**src/rtl/inst_queue.sv**
```systemverilog
// rtl/inst_queue.sv - circular instruction FIFO between fetch and decode
// First-word fall-through; flush empties the queue in one cycle.
module inst_queue #(
  parameter int DEPTH    = 16,
  parameter int PTR_W    = 4,
  parameter int INS_LEN  = 32,
  parameter int ADDR_LEN = 32
) (
  input  logic                clk,
  input  logic                rst_n,
  input  logic                rdy,
  input  logic                flush,
  input  logic                push_valid,
  input  logic [INS_LEN-1:0]  push_inst,
  input  logic [ADDR_LEN-1:0] push_pc,
  output logic                full,
  input  logic                pop_ready,
  output logic                out_valid,
  output logic [INS_LEN-1:0]  out_inst,
  output logic [ADDR_LEN-1:0] out_pc,
  output logic [PTR_W:0]      count,
  output logic                overflow
);

  localparam logic [PTR_W:0] FULL_CNT = (PTR_W+1)'(DEPTH);

  logic [INS_LEN-1:0]  inst_mem [DEPTH];
  logic [ADDR_LEN-1:0] pc_mem   [DEPTH];
  logic [PTR_W-1:0]    head;
  logic [PTR_W-1:0]    tail;
  logic [PTR_W:0]      cnt;
  logic                empty;
  logic                en;
  logic                push;
  logic                pop;

  assign en        = rdy & ~flush;
  assign empty     = (cnt == '0);
  assign full      = (cnt == FULL_CNT);
  assign count     = cnt;
  assign out_valid = rdy & ~empty;
  // An empty queue presents all-zero, which decode treats as a NOP.
  assign out_inst  = empty ? '0 : inst_mem[head];
  assign out_pc    = empty ? '0 : pc_mem[head];

  assign pop  = en & out_valid & pop_ready;
  assign push = en & push_valid & (~full | pop);

  always_ff @(posedge clk or negedge rst_n) begin
    if (!rst_n) begin
      head     <= '0;
      tail     <= '0;
      cnt      <= '0;
      overflow <= 1'b0;
    end else if (rdy) begin
      if (flush) begin
        head <= '0;
        tail <= '0;
        cnt  <= '0;
      end else begin
        if (push) tail <= tail + 1'b1;
        if (pop)  head <= head + 1'b1;
        if (push & ~pop)      cnt <= cnt + 1'b1;
        else if (pop & ~push) cnt <= cnt - 1'b1;
        if (push_valid & ~push) overflow <= 1'b1;
      end
    end
  end

  // Entry storage carries no reset; cnt alone defines which entries are live.
  always_ff @(posedge clk) begin
    if (push) begin
      inst_mem[tail] <= push_inst;
      pc_mem[tail]   <= push_pc;
    end
  end

endmodule

```
**config.mk**
```make
export PLATFORM = sky130hd
export DESIGN_NAME = inst_queue
export DESIGN_NICKNAME = d
export VERILOG_FILES = /design/src/rtl/inst_queue.sv
export SDC_FILE = /design/constraint.sdc
export NUM_CORES = 1
export LEC_CHECK = 0
export CORE_UTILIZATION = 63
export CTS_BUF_LIST = sky130_fd_sc_hd__clkbuf_16
export DETAILED_ROUTE_END_ITERATION = 6
export DONT_BUFFER_PORTS = 1
export GPL_ROUTABILITY_DRIVEN = 0
export PLACE_DENSITY = 0.81
export SLEW_MARGIN = 20
export SYNTH_ARGS = -nofsm -noshare
export SYNTH_HDL_FRONTEND = slang
export SYNTH_SLANG_ARGS = --single-unit
```
**constraint.sdc**
```tcl
create_clock -name clk -period 10.81 [get_ports clk]
set_input_delay 1.6215 -clock clk [delete_from_list [all_inputs] [get_ports clk]]
set_output_delay 1.6215 -clock clk [all_outputs]
set_load 0.01 [all_outputs]
```
# Yosys cells after proc, flatten, opt, wreduce, memory -nomap -nowiden
# Memories as Yosys holds them, arrays and structs flattened.
# Index checks and enable logic that the tools add are counted.
[op_classes] muxes=11 eq_ne=1 add_sub_neg=4 bitwise_logic=15 reduce_logical=8
[ops] op="2-to-1 mux 32 bit" n=2
[ops] op="2-to-1 mux 4 bit" n=4
[ops] op="2-to-1 mux 5 bit" n=3
[ops] op="AND 1 bit" n=9
[ops] op="adder 4 x 1 -> 4 bit (second input constant)" n=2
[ops] op="AND reduction 2 bit" n=3
[ops] op="adder 5 x 1 -> 5 bit (second input constant)" n=1
[ops] op="equality test 5 bit (second input constant)" n=1
[ops] op="logical NOT 5 bit" n=1
[ops] op="NOT 1 bit" n=5
[ops] op="subtractor 5 x 1 -> 5 bit (second input constant)" n=1
[ops] op="nonzero test 2 bit" n=2
[ops] op="AND reduction 3 bit" n=1
[ops] op="nonzero test 3 bit" n=1
[ops] op="2-to-1 mux 1 bit" n=2
[ops] op="bitwise OR 1 bit" n=1
[word_totals] mem_count=2 reg_bits=14 mem_bits_rw=1024
[mem_list] memory="inst_mem" depth=16 word_bits=32 read_ports=1 rd_clocked_by_memory_dff=0 write_ports=1 line_no="27" rtl="logic [INS_LEN-1:0] inst_mem [DEPTH];"
[mem_list] memory="pc_mem" depth=16 word_bits=32 read_ports=1 rd_clocked_by_memory_dff=0 write_ports=1 line_no="28" rtl="logic [ADDR_LEN-1:0] pc_mem [DEPTH];"

# Logic depth before layout (Yosys ltp)
[depth] word_depth=12 ltp_mapped=9

# Worst setup path before layout
# Ideal clock, no wire load.
[synth_timing] path_kind="input -> register" start="input rdy" end="memory inst_mem[4][0], enable pin" setup_slack_ns=1.813 t_required_ns=10.166 stages=5 t_arrival_ns=8.353 setup_time_ns=0.644 path_cell_list="clkbuf_1 -> and3b_1 -> o21ai_1 -> buf_2 -> nor4_1"
[synth_between] elab_chain_len=7 word_cells_on_any_way=9 classes_between="2 x mux; 7 x bitwise"
[synth_lines] element="start: declaration" line_no="11" rtl="input logic rdy,"
[synth_lines] element="AND 1 bit, on equally long branches" line_no="37, 41"
[synth_lines] element="AND 1 bit (2 in a row)" line_no="46" rtl="assign pop = en & out_valid & pop_ready;"
[synth_lines] element="bitwise OR 1 bit" line_no="47" rtl="assign push = en & push_valid & (~full | pop);"
[synth_lines] element="AND 1 bit *" line_no="47"
[synth_lines] element="2-to-1 mux 1 bit *" line_no="72" rtl="if (push) begin"
[synth_lines] element="2-to-1 mux 1 bit (not written as such) *" line_no="73" rtl="inst_mem[tail] <= push_inst;"
[synth_lines] element="end: declaration" line_no="27"
# Mark *: on every way between the ends. The rest lies on a longest branch, timed or not.

# Final worst setup path
[layout_timing] start="register head[1]" end="output out_pc[16]"
[layout_between] elab_chain_len=2
[layout_lines] element="start: declaration" line_no="29" rtl="logic [PTR_W-1:0] head;"
[layout_lines] element="start signal: assignment" line_no="62" rtl="if (pop) head <= head + 1'b1;"
[layout_lines] element="memory read (16 x 32 bit)"
[layout_lines] element="2-to-1 mux 32 bit" line_no="44" rtl="assign out_pc = empty ? '0 : pc_mem[head];"
[layout_lines] element="end: declaration" line_no="20" rtl="output logic [ADDR_LEN-1:0] out_pc,"
# No other way between the ends.

==> reports/qor.txt <==
final hold viol count - 0
synthesized netlist cell count - 1686
RSZ-0062 raised after global routing - no
Lkg Pwr - 0.0143 uW
post-route ant nets - 0
Max Cap Viol - 0
Nets - 1817
critical path data required time - 9.19 ns
pin count of the biggest net entering global routing - 121
Hold Path Class - reg -> reg
Num CTS Buffers - 99
Synth Register Bits - 1038
CTS Hold Buffers Added - 0
top-area cell type share of the netlist area - 0.773
FILL cells - 3370
share of layout cells above drive strength 1 - 0.257
largest fanout on the critical path - 57
TritonCTS clock tree - yes
crit share post-route - 0.547
Worst R2R Setup Slack - 7.06 ns
global route total overflow - 0
die width - 253 um
crit end category - output pin
Setup Skew - 0.0164 ns
Slew Limit Fails - 0
crit path DAT - 4.29 ns
DRC viols - 0
PwrDens - 235 nW/um^2
I/O pin total - 142
syn avg cell area - 23.6 um^2
PostCTS Resize Cnt - 0
Post-Route Setup TNS - 0 ns
Tot GR Track Use - 0.289
first-pass GRT wire length - 130 mm
design area - 44000 um^2
1st-pass router iterations - 5
Rows - 91
Synth Cell Area - 39800 um^2
Worst-Margin Slew - 1.12 ns
Inserted Diodes - 0
Non-Filler Instances - 2655
Avg WL per Cell - 34.0 um
Max clock buf depth - 3
H-tree levels - 3
final setup vio count - 0
Starting Density - 0.641
Slew headroom - 0.252
vias in the first global route - 19500
Area contributors post-synth - edfxtp_1 77%, mux4_2 15%, mux2i_1 3.3%, o22ai_1 1.1%, dfrtp_1 0.88%
Seq/Total Area, Yosys - 0.782
Routed WL - 90.1 mm
Clock Pin Slew Worst Setup and Hold Paths - 0.06 ns
commonest non-fill, non-tap cell in the layout - edfxtp_1
initial antenna violation count - 0
Setup CP Type - reg -> out
Yosys warnings - 0
# placed instances - 2471
fmax - 169 MHz
Syn Nets - 1766
Layout area overhead - 10.7%
Die Span Y - 253 um
number of DRC markers in iteration 0 - 2122
Post-Place Cell Area - 40800 um^2
vias post-DR - 18600
DP HPWL - 40.0 mm
Die Area - 64100 um^2
clk_lat worst skew - 0.67 ns
DR vias/cell - 7.00
most frequent cells in the layout - 1024 x edfxtp_1, 257 x mux4_2, 133 x mux2i_1, 100 x clkbuf_16, 71 x o22ai_1
clock root buffer - clkbuf_16
clk sinks - 1038
Peak VDD IR - 0.000208 V
post-synth cell types - 41
status - finished clean
Setup Buffers After CTS - 0
Tmin final - 5.91 ns
post-synth top area cell - edfxtp_1
# port buffers - 0
Startpoint Class - flop
core box area - 62100 um^2
[state kept, by name, indices dropped and copies added, names as in the netlist]
name,cells
tail,4
overflow,1
pc_mem,512
head,4
inst_mem,512
count,5
[power by group]
part | switching, uW | total, uW | leakage [uW] | internal [uW]
sequential | 95.3 | 4590 | 0.00939 | 4500
clock | 1490 | 3370 | 0.00165 | 1880
combinational | 1280 | 2380 | 0.00321 | 1100
total | 2870 | 10300 | 0.0143 | 7470
[final cells by class]
class	count	area, um^2	share of cell area
clock inverter	82	643	0.0146
sequential	1038	31100	0.707
inverter	12	52.6	0.00119
tap	837	1050	0.0238
timing repair buffer	43	364	0.00827
clock buffer	100	2500	0.0568
multi-input combinational	543	8310	0.189
[worst paths after layout]
| check | depth (start not counted) | from | to |
|---|---|---|---|
| max in group asynchronous | 0 | rst_n | head[1] |
| min in group asynchronous | 0 | rst_n | count[3] |
| min | 1 | overflow | overflow |
| min reg2reg | 1 | overflow | overflow |
| max | 6 | head[1] | out_pc[16] |
| max reg2reg | 5 | count[1] | pc_mem[12][15] |
[critical path: stages, from the launching register on]
cell     delay (ns)
dfrtp_4        0.88
buf_4          0.79
buf_4          0.71
buf_12         0.31
mux4_2         0.26
mux2i_1        0.09
o22ai_1        0.54
[synth_stat cells]
| library cell | instances |
|---|---|
| a21oi_1 | 2 |
| o31ai_4 | 1 |
| mux2i_1 | 133 |
| o21ai_1 | 1 |
| a22o_1 | 5 |
| nand2b_1 | 1 |
| and2_1 | 1 |
| a21boi_0 | 1 |
| nor2b_1 | 9 |
| nor2_1 | 8 |
| o22ai_1 | 71 |
| o21ai_2 | 2 |
| o21ai_4 | 1 |
| a21o_1 | 2 |
| dfrtp_1 | 14 |
| and3_1 | 2 |
| o41ai_1 | 1 |
| or3_1 | 1 |
| nor3b_1 | 1 |
| xor2_1 | 2 |
| o21a_1 | 1 |
| and3b_1 | 1 |
| o211ai_1 | 3 |
| clkinv_1 | 1 |
| o21ai_0 | 1 |
| mux2_2 | 3 |
| buf_4 | 6 |
| ha_1 | 9 |
| buf_1 | 15 |
| nand2_1 | 4 |
| or2_2 | 1 |
| inv_1 | 11 |
| buf_2 | 43 |
| nor4_1 | 13 |
| fa_1 | 1 |
| or4_4 | 1 |
| nand3_1 | 1 |
| mux4_2 | 257 |
| clkbuf_1 | 29 |
| edfxtp_1 | 1024 |
| o211a_1 | 2 |
[per-stage QoR]
step	setup WS [ns]	util	total power [uW]	hold WS [ns]
after global placement	5.52	0.658	6970	0.526
after floorplan	1.81	-	6520	0.493
final	4.90	0.710	10300	0.528
after global routing	4.71	0.710	10700	0.557
after detailed placement	5.49	0.658	7020	0.524
after CTS	4.70	0.709	10400	0.537
[layer usage]
metal  part of all wire  GRT usage  up-vias  wire, um
met5                  0          0        -         0
met2               0.52      0.488     1232     46900
li1                   -          -     7338         -
met3               0.10     0.0702      204      9170
met4              0.031      0.106        0      2810
met1               0.35      0.368     9809     31200
[cell families (layout without fill, tap and decap cells)]
kind of cell               after synthesis  in the layout  synth area share
DFF                                   1038           1038             0.782
adders and majority gates               10             10           0.00333
buffers and inverters                  105            237            0.0118
xor gates and xnor gates                 2              2          0.000441
muxes                                  393            393             0.180
and+or+nand+nor                         44             44           0.00636
AOI/OAI and AO/OA                       94             94            0.0162
Note: power is estimated with default switching activity, not from simulation.
